[src/rtl/accumulator_seq_ctrl.sv]
// Accumulator bank sequencer: steers partial-sum beats into the bank, then drains finished rows.
// Optional macro ACC_CLEAR_ON_DRAIN_EN zeroes each bank row as it is drained.
module accumulator_seq_ctrl #(
    parameter int DEPTH  = 16,
    parameter int ADDR_W = 4,
    parameter int KCNT_W = 8,
    parameter int COL    = 4,
    parameter int ACC_W  = 32
) (
    input  logic                   clk,
    input  logic                   rst,
    input  logic                   cmd_valid,
    output logic                   cmd_ready,
    input  logic [ADDR_W:0]        cmd_rows,
    input  logic [KCNT_W-1:0]      cmd_ktiles,
    input  logic                   psum_valid,
    output logic                   psum_ready,
    input  logic [COL*ACC_W-1:0]   psum_vec,
    output logic [ADDR_W-1:0]      acc_addr,
    output logic                   acc_wr_en,
    output logic                   acc_mode,
    output logic [COL*ACC_W-1:0]   acc_psum_vec,
    input  logic [COL*ACC_W-1:0]   acc_rd_vec,
    output logic                   out_valid,
    input  logic                   out_ready,
    output logic [COL*ACC_W-1:0]   out_vec,
    output logic                   out_last,
    output logic                   busy,
    output logic                   done
);

    typedef enum logic [1:0] {IDLE, ACCUM, DRAIN} state_t;

    localparam logic [ADDR_W:0] DEPTH_V = (ADDR_W + 1)'(DEPTH);

    state_t              state;
    logic [ADDR_W-1:0]   row_cnt;
    logic [ADDR_W-1:0]   last_row;
    logic [KCNT_W-1:0]   k_cnt;
    logic [KCNT_W-1:0]   last_k;
    logic                done_q;

    logic [ADDR_W:0]     rows_clamped;
    logic [ADDR_W:0]     rows_minus1;
    logic [KCNT_W-1:0]   ktiles_minus1;
    logic                row_end;
    logic                k_end;

    // The job is held as "index of last row / last K-tile" so the FSM only compares.
    always_comb begin
        rows_clamped = cmd_rows;
        if (cmd_rows == '0 || cmd_rows > DEPTH_V)
            rows_clamped = DEPTH_V;
        rows_minus1   = rows_clamped - (ADDR_W + 1)'(1);
        ktiles_minus1 = (cmd_ktiles == '0) ? '0 : cmd_ktiles - KCNT_W'(1);
    end

    assign row_end = (row_cnt == last_row);
    assign k_end   = (k_cnt == last_k);

    always_ff @(posedge clk or posedge rst) begin
        if (rst) begin
            state    <= IDLE;
            row_cnt  <= '0;
            k_cnt    <= '0;
            last_row <= '0;
            last_k   <= '0;
            done_q   <= 1'b0;
        end else begin
            done_q <= 1'b0;
            case (state)
                IDLE: begin
                    if (cmd_valid) begin
                        last_row <= rows_minus1[ADDR_W-1:0];
                        last_k   <= ktiles_minus1;
                        row_cnt  <= '0;
                        k_cnt    <= '0;
                        state    <= ACCUM;
                    end
                end
                ACCUM: begin
                    if (psum_valid) begin
                        if (row_end) begin
                            row_cnt <= '0;
                            k_cnt   <= k_cnt + KCNT_W'(1);
                            if (k_end)
                                state <= DRAIN;
                        end else begin
                            row_cnt <= row_cnt + ADDR_W'(1);
                        end
                    end
                end
                DRAIN: begin
                    if (out_ready) begin
                        if (row_end) begin
                            row_cnt <= '0;
                            done_q  <= 1'b1;
                            state   <= IDLE;
                        end else begin
                            row_cnt <= row_cnt + ADDR_W'(1);
                        end
                    end
                end
                default: state <= IDLE;
            endcase
        end
    end

    // Handshake outputs decode from state only, so no path exists from a partner's valid/ready.
    always_comb begin
        cmd_ready    = (state == IDLE);
        psum_ready   = (state == ACCUM);
        out_valid    = (state == DRAIN);
        busy         = (state != IDLE);
        done         = done_q;
        acc_addr     = row_cnt;
        out_vec      = acc_rd_vec;
        out_last     = (state == DRAIN) && row_end;
        acc_wr_en    = 1'b0;
        acc_mode     = 1'b0;
        acc_psum_vec = '0;
        if (state == ACCUM) begin
            acc_wr_en    = psum_valid;
            acc_mode     = (k_cnt != '0);
            acc_psum_vec = psum_vec;
        end
`ifdef ACC_CLEAR_ON_DRAIN_EN
        if (state == DRAIN)
            acc_wr_en = out_ready;
`else
`endif
    end

endmodule

[config.mk]
export PLATFORM = sky130hd
export DESIGN_NAME = accumulator_seq_ctrl
export DESIGN_NICKNAME = d
export VERILOG_FILES = /design/src/rtl/accumulator_seq_ctrl.sv
export SDC_FILE = /design/constraint.sdc
export NUM_CORES = 1
export LEC_CHECK = 0
export CORE_AREA = 5 5 207 209
export CTS_CLUSTER_SIZE = 14
export DETAILED_ROUTE_END_ITERATION = 16
export DIE_AREA = 0 0 212 214
export GPL_ROUTABILITY_DRIVEN = 0
export GPL_TIMING_DRIVEN = 0
export PLACE_DENSITY_LB_ADDON = 0.1
export SETUP_SLACK_MARGIN = 0.5
export SLEW_MARGIN = 20
export SYNTH_ARGS = -nofsm -noshare
export SYNTH_HDL_FRONTEND = slang
export SYNTH_SLANG_ARGS = --single-unit
[constraint.sdc]
create_clock -name clk -period 2.67 [get_ports clk]
set_input_delay 0.801 -clock clk [delete_from_list [all_inputs] [get_ports clk]]
set_output_delay 0.801 -clock clk [all_outputs]
set_load 0.01 [all_outputs]
# Word-level counts from Yosys, hierarchy flattened
# Cells that the tools add are included.
[totals]
input_bits = 274
reg_bits = 27
output_inout_bits = 268
elab_cells = 58
[classes]
n_reduce_logical = 13
eq_ne = 10
order_cmp = 1
n_addsub = 4
mux = 24
[ops]
columns = ["op", "n"]
rows = [
  ["two-way mux 128 bit", 1],
  ["two-way mux 8 bit", 4],
  ["two-way mux 4 bit", 5],
  ["case mux 8 bit (2 select lines)", 1],
  ["two-way mux 2 bit", 6],
  ["case mux 4 bit (3 select lines)", 1],
  ["adder 8 x 1 -> 8 bit (second input constant)", 1],
  ["== test 8 bit", 1],
  ["logical NOT 8 bit", 1],
  ["!= test 2 x 1 -> 1 bit (second input constant)", 4],
  ["AND reduction 4 bit", 2],
  ["nonzero test 8 bit", 1],
  ["subtractor 8 x 1 -> 8 bit (second input constant)", 1],
  ["case mux 2 bit (3 select lines)", 1],
  ["AND reduction 6 bit", 1],
  ["greater-than comparator 5 bit (second input constant)", 1],
  ["logical NOT 5 bit", 1],
  ["two-way mux 1 bit", 5],
  ["adder 4 x 1 -> 4 bit (second input constant)", 1],
  ["== test 4 bit", 1],
  ["!= test 2 bit (second input constant)", 2],
  ["nonzero test 2 bit", 2],
  ["subtractor 4 x 1 -> 4 bit (second input constant)", 1],
  ["nonzero test 3 bit", 1],
  ["other kinds (6)", 6],
]

# Logic depth before layout (Yosys ltp)
# Gate-level depths: netlist of run 1.
[logic_depth]
ltp_word = 5
mapped_depth = 7
depth_no_buf = 6

# Worst setup path before layout of run 1
# No wires, ideal clock.
[synth_path]
path_type = "register to output"
start = "reg state[1]"
end = "out acc_psum_vec[100]"
path_stages_with_launch = 7
arrival_ps = 1686
n_path_buf = 3
t_required_ps = 1869
path_slack_ps = 183
path_cell_list = "dfrtp_1 -> inv_1 -> ha_1 -> clkbuf_1 -> clkbuf_1 -> clkbuf_1 -> and2_1"
[synth_between]
elab_chain_cells = 2
[synth_lines]
columns = ["item", "line", "rtl"]
rows = [
  ["start: declaration", "36", "state_t state;"],
  ["start signal: assignment", "63", "state <= IDLE;"],
  ["start signal: assignment", "78", "state <= ACCUM;"],
  ["start signal: assignment", "87", "state <= DRAIN;"],
  ["== test 2 x 1 -> 1 bit", "-", ""],
  ["named net psum_ready", "17", "output logic psum_ready,"],
  ["two-way mux 128 bit", "122", "if (state == ACCUM) begin"],
  ["end: declaration", "22", "output logic [COL*ACC_W-1:0] acc_psum_vec,"],
]
# The timed path passes the listed nets, and every way through them passes these cells.

# Worst setup path in the final report of run 1
[layout_path]
start = "reg state[0]"
end = "out acc_psum_vec[103]"
[layout_between]
elab_chain_cells = 2
[layout_lines]
columns = ["item", "line"]
rows = [
  ["== test 2 x 1 -> 1 bit", "122"],
  ["two-way mux 128 bit", "122"],
]
# Every way passes these cells.

==> metrics.md, run 1 <==
| Metric | Value |
|---|---|
| Initial Util | 0.0873 |
| Worst Reg-to-Reg Cells | 8 |
| Area of the core | approximately 41,000 µm² |
| DR WL/cell | 18.2 µm |
| Final net count | about 1,200 |
| Mapped Cells | 457 |
| CTS sink cnt | 27 |
| IO Count | about 540 |
| Commonest non-fill, non-tap cells in the layout | 158 x buf_4, 136 x dlymetal6s2s_1, 131 x clkdlybuf4s50_1 |
| CTS max path bufs | 2 |
| Hold-fix buffers, CTS | 0 |
| CTS H-tree depth | 1 |
| Initial DRT Pass Iterations | 4 |
| Fraction of layout cells with a size suffix above 1 | 0.501 |
| Crit end category | output pin |
| TritonCTS clock tree | done |
| CP arrival | 1.62 ns |
| Clock Tree Root | clkbuf_16 |
| Slew Limit Fails | 0 |
| Tightest Pin Transition | 0.733 ns |
| Fmax | roughly 410 MHz |
| Crit path launch type | register |
| Post-Syn Nets | ~740 |
| Clk_lat worst skew | roughly 0.27 ns |
| First-pass GRT wire length | around 35,000 µm |
| Area Overhead vs Synth | 176% |
| Chip Width | between 200 and 250 µm |
| Die height | 214 µm |
| Worst IR Drop VDD | roughly 260 µV |
| Final wirelength | approximately 26,000 µm |
| Relative slew margins | 0.507 |
| Ys flop type | dfrtp_1 |
| Power, Total | between 6 and 7 mW |
| Min-delay src | last_k[1] |
| Status | complete, no violations |
| WP data required | 1.87 ns |
| DR iter-0 viols | 93 |
| Hold crit path type | register to register |
| Number of synthesized register bits | 27 |
| CTS Buf Count | 3 |
| CP max FO | 7 |
| Setup violators final | 0 |
| Die area | approximately 45,000 µm² |
| Vias per std cell | between 3 and 4 |
| Initial antenna violation count | 5 |
| Total Routing Usage GR | 0.104 |
| Endpoint of the worst hold path | last_k[1] |
| Multi-input logic area | around 2200 µm² |
| Unrepaired setup endpoints after global routing | yes |
| Post-route setup slack | 0.246 ns |
| Hold_ws | just over 0.5 ns |
| EDFF count, synth | 0 |
| DPL Wire Length | between 20,000 and 25,000 µm |
| Vias in the first global route | approximately 5,000 |
| Post-synthesis cell area | between 3000 and 4000 µm² |
| Flop2flop setup slack | between 0.3 and 0.4 ns |
| Reg-to-Reg End | k_cnt[5] |
| YS warnings | 0 |
| Post-Syn Area per Cell | between 7 and 8 µm² |
| Pwr Density | between 700 and 800 nW/µm² |
| Async set-reset flop share out of synthesis | 1.00 |
| Largest net degree at the start of global routing | 28 |
| GR Overflow Total | 0 |
| Register Area | approximately 700 µm² |
| Post-synthesis sequential area ratio | 0.190 |
| Post-Place Worst Slack | -0.477 ns |
| Leakage power | 5.51 nW |
| Final Cycle Share | 0.908 |
| Max Cap Viol | 0 |
| DR DRC count | 0 |
| # port buffers | roughly 410 |
| Antenna-violating nets left | 0 |
| # fillers | roughly 4,500 |
| CTS clk-pin slew, worst paths | approximately 0.080 ns |
| Critical path class | register to output pin |
| Worst hold path stage count | 2 |
| Reg2reg start | state[1] |
| Site row count | 74 |
| Final min period | 2.42 ns |
| Core Util, Final | 0.241 |
| Final Hold Viols | 0 |
| Clock skew | a little under 0.009 ns |
| Commonest non-fill, non-tap cell in the layout | buf_4 |
| Vias | around 4,600 |
| Netlist cell types | 40 |
flip-flops by register name, indices dropped and copies added, names as in the netlist:
name	cells
acc_addr	4
done	1
k_cnt	8
last_k	8
last_row	4
state	2
timing repair:
action                     CTS  global route
buffers inserted            12            12
gates resized for setup    786           254
setup endpoints to repair  273           284
gates cloned                12             0
pin swaps                   14            13
cell families after synthesis:
| kind of cell | synth area share |
|---|---|
| adders and majority gates | 0.0388 |
| DFF | 0.190 |
| muxes | 0.0145 |
| AOI/OAI and AO/OA | 0.0726 |
| xor gates and xnor gates | 0.0469 |
| and+or+nand+nor | 0.331 |
| buffers and inverters | 0.306 |
metal layers:
layer,up-vias,wire (µm),part of all wire,GRT usage
met5,-,0,0,0
met2,242,14900,0.57,0.211
met4,0,204,0.0078,0.0135
met3,14,2100,0.080,0.0240
met1,2059,9070,0.35,0.110
li1,2243,-,-,-
worst max-delay path by stage:
stage,start,end,cells past startpoint
global route,k_cnt[1],acc_mode,5
global placement,state[1],acc_psum_vec[5],6
detailed placement,state[1],acc_psum_vec[5],6
floorplan,state[1],acc_psum_vec[100],6
finish,state[0],acc_psum_vec[103],6
CTS,state[0],acc_psum_vec[88],6
area by class of cell:
cell class	count	share of cell area
Timing Repair Buffer	449	0.496
Multi-Input combinational cell	271	0.224
Buffer	145	0.127
Sequential cell	27	0.0698
Tap cell	532	0.0680
Clock buffer	3	0.00767
Inverter	14	0.00562
Clock inverter	1	0.000767
Antenna cell	2	0.000511
synth_stat cells (all sizes together) (3+ instances only):
| library cell | number | area [µm²] |
|---|---|---|
| mux2i | 4 | 40.0 |
| a21oi | 8 | 40.0 |
| xor2 | 14 | 123 |
| clkbuf | 16 | 60.1 |
| nor2 | 6 | 22.5 |
| nor2b | 3 | 18.8 |
| nand2 | 18 | 67.6 |
| nand2b | 7 | 43.8 |
| or4 | 7 | 56.3 |
| nor3 | 3 | 15.0 |
| nand3 | 5 | 25.0 |
| xnor2 | 5 | 43.8 |
| buf | 129 | 972 |
| nor4 | 5 | 37.5 |
| and3 | 4 | 25.0 |
| o31ai | 5 | 37.5 |
| and2 | 130 | 813 |
| inv | 14 | 52.6 |
| o21ai | 17 | 85.1 |
| dfrtp | 27 | 676 |
| ha | 11 | 138 |
through the flow:
step | TNS [ns] | std cells | instance area [µm²]
after floorplan | 0 | 457 | 3580
after global placement | -47.36 | 1402 | 8380
after detailed placement | -43.51 | 1402 | 8380
after CTS | 0 | 1430 | 9100
after global routing | 0 | 1443 | 9790
final | 0 | 1444 | 9790
power breakdown:
group          switching, mW  total [mW]  internal, mW
logic                   2.34        5.82          3.49
clock network          0.157       0.361         0.204
registers              0.194       0.768         0.574
critical path: stages, from the launching register on:
cell       delay, ns
dfrtp_1         0.42
ha_4            0.19
clkbuf_16       0.17
clkbuf_16       0.17
clkbuf_16       0.15
and2_4          0.13
buf_6           0.11
Power figures use the tool's default switching activity.
==> run 2: changes to the inputs <==
Settings changed: CELL_PAD_IN_SITES_DETAIL_PLACEMENT set to 2, CELL_PAD_IN_SITES_GLOBAL_PLACEMENT set to 2, CORE_AREA 5 5 207 209 to 5 5 206 208, DIE_AREA 0 0 212 214 to 0 0 211 213, GPL_ROUTABILITY_DRIVEN 0 to unset, SLEW_MARGIN 20 to 10.
==> run 2 against run 1 <==
- die area is 0.94% lower
- fmax is 1.9% lower
- first-iteration DRC count increased by 12%
- clock skew decreased by 0.0022 ns
- clock power increased by 2%
- core utilization fell by 0.076 points
- critical path depth stayed put
- design area shrank 1.0%
- worst hold slack lost 0.0060 ns
- combinational power about the same
- sequential cell count stayed put
==> metrics.md, run 2 (synthesis results as in run 1) <==
| Metric | Value |
|---|---|
| Critical path class | register to output pin (unchanged) |
| GR Util met3 | 0.0360 (was 0.0240) |
| Multi-input logic area | 2120 µm² (was 2200 µm²) |
| Relative slew margins | 0.529 (was 0.507) |
| Pwr Density | 714 nW/µm² (was 710 nW/µm²) |
| CTS clk-pin slew, worst paths | 0.08 ns (about the same) |
| Internal power | 4.15 mW (was 4.26 mW) |
| Vias | 4,741 (was 4,558) |
| Crit end category | output pin (unchanged) |
| Setup_tns | 0 ns (unchanged) |
| Commonest non-fill, non-tap cells in the layout | 172 x buf_4, 143 x clkdlybuf4s50_1, 130 x dlymetal6s2s_1 (was 158 x buf_4, 136 x dlymetal6s2s_1, 131 x clkdlybuf4s50_1) |
| GR Overflow Total | 0 (unchanged) |
| Buf/Inv on CP | 4 (unchanged) |
| # port buffers | 413 (unchanged) |
| Final wirelength | 29,100 µm (was 26,300 µm) |
| DR iter-0 viols | 104 (was 93) |
| Net switching power | 2.78 mW (was 2.69 mW) |
| Hold-fix buffers, CTS | 0 (unchanged) |
| CTS max path bufs | 2 (unchanged) |
| Site row count | 74 (unchanged) |
| Unrepaired setup endpoints after global routing | yes (unchanged) |
| Switching part of the total | 0.401 (was 0.387) |
| Delay-heaviest family, CP | buffers and inverters (unchanged) |
| Most used cell, CP | clkbuf_16 (unchanged) |
| Clock skew | 0.00641 ns (was 0.00864 ns) |
| # fillers | 4,592 (was 4,480) |
| Register Area | 682 µm² (was 683 µm²) |
| Vias per std cell | 3.28 (was 3.16) |
| Crit path launch type | register (unchanged) |
| Area Overhead vs Synth | 173% (was 176%) |
| Largest regs | k_cnt x8, last_k x8 (unchanged) |
| CP max FO | 6 (was 7) |
| Power, Total | 6.92 mW (was 6.95 mW) |
| Fmax | 405 MHz (was 413 MHz) |
| Final Hold Viols | 0 (unchanged) |
| Fraction of layout cells with a size suffix above 1 | 0.469 (was 0.501) |
| Area of the core | 40,400 µm² (was 40,600 µm²) |
| Clock Tree Root | clkbuf_16 (unchanged) |
| Slew Limit Fails | 0 (unchanged) |
| Clk_lat worst skew | 0.27 ns (about the same) |
| Reg power frac | 0.108 (was 0.111) |
| IO Count | 542 (unchanged) |
| GP Congestion | between 0.7 and 0.8 |
| CP peak stage delay | 0.42 ns (about the same) |
| Min-delay src | last_k[7] (was last_k[1]) |
| Total Routing Usage GR | 0.113 (was 0.104) |
| Reg2reg start | state[0] (was state[1]) |
| Tightest Pin Transition | 0.700 ns (was 0.733 ns) |
| Critical Path Slowest Stage Cell | dfrtp_1 (unchanged) |
| Final net count | 1,200 (was 1,196) |
| Met1 Track Usage GR | 0.124 (was 0.110) |
| TritonCTS clock tree | done (unchanged) |
| Grt peak-use layer | met2 (unchanged) |
| Setup violators final | 0 (unchanged) |
| CP arrival | 1.67 ns (was 1.62 ns) |
| Commonest non-fill, non-tap cell in the layout | buf_4 (unchanged) |
| Worst IR Drop VDD | 241 µV (was 264 µV) |
| DPL Wire Length | 25,400 µm (was 23,000 µm) |
| Max Cap Viol | 0 (unchanged) |
| Die area | 44,900 µm² (was 45,400 µm²) |
| Final min period | 2.47 ns (was 2.42 ns) |
| Initial antenna violation count | 2 (was 5) |
| Status | complete, no violations (unchanged) |
| Leakage power | 5.39 nW (was 5.51 nW) |
| Initial Util | 0.0879 (was 0.0873) |
| Worst-path cell chain | ha_4 > clkbuf_16 > clkbuf_16 > clkbuf_16 > and2_1 > buf_4 (was ha_4 > clkbuf_16 > clkbuf_16 > clkbuf_16 > and2_4 > buf_6) |
| Initial DRT Pass Iterations | 6 (was 4) |
| Diodes inserted | 0 (was 2) |
| Grt met2 use | 0.219 (was 0.211) |
| Largest net degree at the start of global routing | 28 (unchanged) |
| Vias in the first global route | 5,079 (was 4,883) |
| CTS sink cnt | 27 (unchanged) |
| WP data required | 1.87 ns (about the same) |
| DR DRC count | 0 (unchanged) |
| CP startpoint | state[0] (unchanged) |
| Hold crit path type | register to register (unchanged) |
| Logic pwr share | 0.839 (was 0.838) |
| Clk pwr share | 0.053 (was 0.052) |
| Chip Width | 211 µm (was 212 µm) |
| Antenna-violating nets left | 0 (unchanged) |
| Die height | 213 µm (was 214 µm) |
| Final Cycle Share | 0.925 (was 0.908) |
| DR WL/cell | 20.2 µm (was 18.2 µm) |
| First-pass GRT wire length | 38,000 µm (was 35,300 µm) |
| CTS Buf Count | 3 (unchanged) |
| CTS H-tree depth | 1 (unchanged) |
-- run 2: changes by cell type in the layout (fill, tap and decap cells not counted), sizes merged --
cell	previous run	this run
clkdlybuf4s50	131	143
buf	288	277
clkbuf	27	37
dlymetal6s2s	136	130
dlygate4sd2	12	8
clkdlybuf4s15	3	6
diode	2	0
inv	14	12
clkinv	0	1
clkinvlp	1	2
-- run 2: tightest hold or removal path: cells and delay by family, from the launching register on --
kind,cells,cell delay [ns]
flip-flops,1,0.36
AO/OA/AOI/OAI,1,0.06
AND/OR/NAND/NOR,1,0.05
-- run 2: through the flow --
step	instance area (µm²)	util	hold slack (ns)	std cells	setup slack [ns]
after floorplan	3580	-	0.469	457	0.474
after global placement	8380	0.208	0.497	1402	-0.572
after detailed placement	8380	0.208	0.506	1402	-0.611
after CTS	9000	0.223	0.523	1427	0.187
after global routing	9700	0.240	0.557	1446	0.140
final	9700	0.240	0.509	1446	0.199
-- run 2: final cells by class --
| type | instances | area share |
|---|---|---|
| clock buffer | 3 | 0.00774 |
| multi-input combinational | 271 | 0.218 |
| buffer | 145 | 0.135 |
| tap | 532 | 0.0687 |
| sequential | 27 | 0.0703 |
| inverter | 14 | 0.00619 |
| clock inverter | 1 | 0.000516 |
| timing repair buffer | 453 | 0.494 |
-- run 2: path summary, 6_finish.rpt --
path	cells past startpoint	to	slack [ns]
worst max-delay path	6	acc_psum_vec[102]	0.20
worst min-delay path	2	last_k[7]	0.51
worst max register to register	7	k_cnt[5]	0.28
worst min register to register	2	last_k[7]	0.51
max in group asynchronous	2	k_cnt[0]	1.26
min in group asynchronous	2	last_row[3]	0.94
-- run 2: what timing repair did --
action / CTS / global route
pin swaps: 9 / 5
cloned: 7 / 5
gates resized for setup: 717 / 255
hold endpoints to repair: 0 / 0
setup buffers: 14 / 14
endpoints found under the setup margin: 282 / 284
-- run 2: power by group through the flow --
| stage | logic (mW) | registers (mW) | clock network [mW] |
|---|---|---|---|
| final | 5.81 | 0.749 | 0.367 |
| after global routing | 6.27 | 0.783 | 0.402 |
| after CTS | 5.46 | 0.749 | 0.385 |
| after detailed placement | 4.49 | 0.767 | 0 |
| after global placement | 4.50 | 0.760 | 0 |
| after floorplan | 1.91 | 0.712 | 0 |
-- run 2: routing by layer --
metal  wire length [µm]  vias to the layer above
met4                140                        2
li1                   -                     2258
met5                 13                        -
met1              10500                     2226
met3               2480                        8
met2              16000                      247
==> run 3: changes to the inputs <==
Settings changed: SKIP_LAST_GASP set to 1.
==> results of run 3 <==
Final layout, timing and power as in run 2 (identical DEF).
